===== src/rtl/counter_mod_updown.sv =====
// Bounded up/down counter with prescaler, parallel load, synchronous clear,
// wrap-or-saturate boundary behaviour, terminal-count strobe and sticky overflow.
module counter_mod_updown #(
  parameter int WIDTH    = 7,
  parameter int MOD      = 128,
  parameter int PRESCALE = 1,
  parameter int WRAP     = 1
) (
  input  logic             clk,
  input  logic             reset,
  input  logic             clr,
  input  logic             load,
  input  logic [WIDTH-1:0] d,
  input  logic             en,
  input  logic             up,
  output logic [WIDTH-1:0] q,
  output logic             tc,
  output logic             ovf
);

  if (WIDTH < 1 || WIDTH > 31 || MOD < 2 || longint'(MOD) > (longint'(1) << WIDTH) ||
      PRESCALE < 1) begin : g_bad_param
    $fatal(1, "counter_mod_updown: illegal WIDTH/MOD/PRESCALE");
  end

  // Top count held with a guard bit so the compare stays exact at full range.
  localparam logic [WIDTH:0]   MAX   = (WIDTH+1)'(MOD - 1);
  localparam logic [WIDTH-1:0] MAX_Q = MAX[WIDTH-1:0];

  logic [WIDTH-1:0] q_q, q_d;
  logic             ovf_q, ovf_d;
  logic             pre_last, step, boundary;

  if (PRESCALE > 1) begin : g_pre
    localparam int PW = $clog2(PRESCALE);
    localparam logic [PW-1:0] PRE_LAST = PW'(PRESCALE - 1);
    logic [PW-1:0] pre_q, pre_d;

    // Phase only advances on enabled cycles, so gaps in en never lose phase.
    always_comb begin
      pre_d = pre_q;
      if (clr || load)  pre_d = '0;
      else if (en)      pre_d = (pre_q == PRE_LAST) ? '0 : pre_q + PW'(1);
    end

    always_ff @(posedge clk) begin
      if (reset) pre_q <= '0;
      else       pre_q <= pre_d;
    end

    assign pre_last = (pre_q == PRE_LAST);
  end else begin : g_nopre
    assign pre_last = 1'b1;
  end

  always_comb begin
    step     = en && pre_last;
    boundary = up ? ({1'b0, q_q} == MAX) : (q_q == '0);
    q_d      = q_q;
    ovf_d    = ovf_q;
    if (clr) begin
      q_d   = '0;
      ovf_d = 1'b0;
    end else if (load) begin
      q_d = ({1'b0, d} > MAX) ? MAX_Q : d;
    end else if (step) begin
      if (boundary) begin
        ovf_d = 1'b1;
        if (WRAP != 0) q_d = up ? '0 : MAX_Q;
      end else begin
        q_d = up ? q_q + WIDTH'(1) : q_q - WIDTH'(1);
      end
    end
  end

  always_ff @(posedge clk) begin
    if (reset) begin
      q_q   <= '0;
      ovf_q <= 1'b0;
    end else begin
      q_q   <= q_d;
      ovf_q <= ovf_d;
    end
  end

  assign q   = q_q;
  assign ovf = ovf_q;
  assign tc  = step && boundary && !load && !clr && !reset;

endmodule


===== config.mk =====
export PLATFORM = sky130hd
export DESIGN_NAME = counter_mod_updown
export DESIGN_NICKNAME = d
export VERILOG_FILES = /design/src/rtl/counter_mod_updown.sv
export SDC_FILE = /design/constraint.sdc
export NUM_CORES = 1
export LEC_CHECK = 0
export ABC_AREA = 1
export CAP_MARGIN = 20
export CORE_ASPECT_RATIO = 1.4
export CORE_UTILIZATION = 41
export DETAILED_ROUTE_END_ITERATION = 7
export HOLD_SLACK_MARGIN = 0.08
export PLACE_DENSITY = 0.73
export SYNTH_ARGS = -nofsm -noshare
export SYNTH_HDL_FRONTEND = slang
export SYNTH_SLANG_ARGS = --single-unit

===== constraint.sdc =====
create_clock -name clk -period 1.7 [get_ports clk]
set_input_delay 0.34 -clock clk [delete_from_list [all_inputs] [get_ports clk]]
set_output_delay 0.34 -clock clk [all_outputs]
set_load 0.03 [all_outputs]

# Yosys cells after proc, flatten, opt, wreduce, memory -nomap -nowiden
# Cells that the tools add are included.
[totals] latch_bits=0 reg_bits=8 mem_bits_ro=0 ramBits=0 word_cells=23 memories=0 input_bits=13 output_inout_bits=9
[classes] add_sub_neg=2 order_cmp=0 div=0 reduce_logical=11 eq_ne=1 mux=6 bitwise_logic=1 mul=0 shift=0
[ops] op="$mux W7" n=5
[ops] op="$add A7 B1 Y7 const B" n=1
[ops] op="$eq A7 B7 Y1 const B" n=1
[ops] op="$logic_not A7 Y1" n=1
[ops] op="$sub A7 B1 Y7 const B" n=1
[ops] op="$logic_and A1 B1 Y1" n=4
[ops] op="$logic_not A1 Y1" n=3
[ops] op="$reduce_and A3 Y1" n=1
[ops] op="$reduce_bool A2 Y1" n=1
[ops] op="$reduce_or A2 Y1" n=1
[ops] op="$mux W1" n=1
[ops] op="$not A1 Y1" n=1

# Longest topological paths before layout
[depth] word_depth=6 depth_mapped=11 depth_no_buf=11

# Worst setup path before layout
# Ideal clock, no wire load.
[synth_timing] path_type="flip-flop to output port" from="register q_q[0], in the netlist q[0]" to="output tc" t_arrival_ns=1.403 path_slack_ns=-0.043 required_time_ns=1.360 path_buffers=0 stages_incl_launch_ff=7 cell_sequence="dfxtp_1 > nand2_1 > inv_1 > nand2_2 > nor2_4 > nor2_2 > nor3_2"
[synth_between] elab_chain_len=6 word_cells_on_any_way=7 classes_between="eq/ne: 1; mux: 1; reduce/logical: 5"
[synth_rtl] element="start, declared" line="30" text="logic [WIDTH-1:0] q_q, q_d;"
[synth_rtl] element="start signal, assigned" line="81" text="q_q <= q_d;"
[synth_rtl] element="$eq A7 B7 Y1 or $logic_not A7 Y1 (tied branches)" line="58" text="boundary = up ? ({1'b0, q_q} == MAX) : (q_q == '0);"
[synth_rtl] element="$mux W1 *" line="58"
[synth_rtl] element="$logic_and A1 B1 Y1 * (4 in a row)" line="88" text="assign tc = step && boundary && !load && !clr && !reset;"
[synth_rtl] element="end, declared" line="17" text="output logic tc,"
# Mark *: on every way between the ends. The rest lies on a longest branch, timed or not.

# Worst setup path in the final report
[layout_timing] from="register q_q[6], in the netlist q[6]" to="output tc"
# The elaborated chain is that of the path after synthesis.

==> metrics.yaml <==
antenna_found_initial: 0
syn-cell-area_um2: 758
clkTransAtPathRegs_ns: 0.06
io-pin-count: 22
power_density_mw_per_mm2: 510
grt_max_degree: 10
routedWlPerCell_um: 11.7
htree_levels: 1
synth.distinct_cells: 23
postPlaceCellArea_mm2: 0.00110
ys_seq_elements: 8
outcome: "completed"
cts-root-buf: "clkbuf_4"
syn_area_per_cell_um2: 6.37
vdd_drop_max_mv: 0.421
gp_congestion: 0.842
worstSkewPairLatency_ns: 0.26
synth_seq_area_share_pct: 21.1
leakage_nw: 0.657
fin_crit_sh_pct: 98.7
synthCells: 119
cp_max_fo: 6
port_buffers: 21
via_per_inst: 4.96
hpwl_um: 1650
hp-class: "reg -> reg"
required_ns: 1.36
cp.arrival_ns: 1.34
grt_pass1_vias: 863
core-area_mm2: 0.00176
finalSetupViolCount: 0
die_area_mm2: 0.00203
synth-warning-count: 0
num_rows: 18
syn_nets: 138
hold_viol: 0
drive_above_1_share_pct: 31.7
layout.nets: 182
final_cell_area_mm2: 0.00120
grt_overflow: 0
endpoint_kind: "output pin"
cts_buffers: 3
fmax_ghz: 0.596
n_fill_cell: 162
drtAntennaViolNets: 0
ctsHoldBuffers: 0
cts_buffer_depth: 2
vias: 897
totalWireLength_um: 2110
finalMaxSlewViolations: 0
synthToLayoutAreaGrowth_pct: 58.1
drt_iter0_drc: 20
clock_sinks: 8
dieHeight_um: 52.9
critPathKind: "reg -> out"
grt_use_total_pct: 24.1
chipWidth_um: 38.3
critical_path.startpoint_type: "register"
fin_hold_ws_ns: 0.473
post-route-drc-count: 0
drt_first_pass_iters: 4
fin_util_pct: 68.2
maxCapViolCount: 0
min_period_ns: 1.68
n_antenna_cell: 0
grt_first_pass_wirelength_um: 3480
finClkSkew_ns: 0.00325
rrSetupSlack_ns: 0.16
cts_tree: "built"
max_slew.worst_pin.slew_ns: 0.312
initial_core_util_pct: 43.2
max-slew-margin-rel_pct: 79.1
==> path summary, 6_finish.rpt <==
check,startpoint,end,depth (start not counted)
min reg2reg,ovf,ovf,1
min,ovf,ovf,1
max reg2reg,q[0],q[4],9
max,q[6],tc,7
==> per-layer routing <==
metal  global-route usage (%)  share of wire (%)
met1                     27.2                 40
met2                     43.8                 56
met3                     1.26                2.4
met4                     12.1                1.9
met5                        0                  0
==> per-stage QoR <==
step / total power [mW] / TNS (ns) / std cells / setup slack [ns]
floorplan: 0.355 / 0 / 119 / 0.0757
global placement: 0.459 / -2.17 / 174 / -0.410
detailed placement: 0.463 / -2.39 / 174 / -0.450
CTS: 0.609 / -0.0151 / 178 / -0.0151
global route: 0.661 / -0.0456 / 181 / -0.0456
finish: 0.611 / 0 / 181 / 0.0221
==> layout make-up <==
type / count / area, um^2 / share of cell area, %
Tap cell: 20 / 25.0 / 2.09
Timing Repair Buffer: 40 / 364 / 30.4
Inverter: 18 / 67.6 / 5.64
Clock buffer: 3 / 22.5 / 1.88
Multi-Input combinational cell: 92 / 538 / 44.9
Sequential cell: 8 / 181 / 15.1
==> synth_stat cells, drive strengths merged <==
library cell | count | area, um^2
or2 | 1 | 6.26
a21o | 1 | 7.51
buf | 1 | 11.3
a22oi | 5 | 37.5
inv | 18 | 67.6
nor2 | 16 | 87.6
nand3 | 9 | 45.0
nand2 | 37 | 144
nor3 | 1 | 10.0
a21oi | 9 | 52.6
ha | 5 | 62.6
dfxtp | 8 | 160
o21ai | 2 | 10.0
xor2 | 1 | 8.76
fa | 1 | 20.0
o221ai | 1 | 8.76
nand4 | 3 | 18.8
==> where the power goes <==
group	total [mW]	switching [mW]	internal, mW
combinational	0.256	0.131	0.124
sequential	0.207	0.0131	0.194
clock	0.149	0.0676	0.0810
total	0.611	0.212	0.399
==> worst max-delay path, cell delays in order (launching register included) <==
cell and delay (ns):
dfxtp_4 0.38, nand2_1 0.06, inv_1 0.09, nand2_2 0.07
nor2_4 0.13, nor2_2 0.07, nor3_4 0.14, buf_6 0.15
==> cell families after synthesis <==
group / count (synthesis) / share of synthesized area, %
buf+inv: 19 / 10.4
xor+xnor: 1 / 1.16
simple gates: 67 / 41.1
fa+ha+maj: 6 / 10.9
compound gates: 18 / 15.3
flops: 8 / 21.1
==> layout by cell type, fill, tap and decap left out, types with 5 or more instances in the layout <==
cell / synthesis / routed
nand2_1: 35 / 35
buf_4: 0 / 17
inv_1: 15 / 13
nand3_1: 9 / 9
clkdlybuf4s50_1: 0 / 9
nor2_1: 11 / 7
a21oi_1: 7 / 7
dlygate4sd2_1: 0 / 7
nor2_2: 2 / 6
inv_2: 3 / 5
a22oi_1: 5 / 5
ha_1: 5 / 5
dfxtp_4: 0 / 5
==> what timing repair did <==
action / in CTS / in global routing
resized for setup: 18 / 16
setup endpoints to repair: 13 / 5
pin swaps: 4 / 4
buffers inserted: 1 / 3
==> flip-flops by register name (all words and copies together), names as in the netlist <==
| register | count |
|---|---|
| q | 7 |
| ovf | 1 |
(Power assumes the default switching activity.)
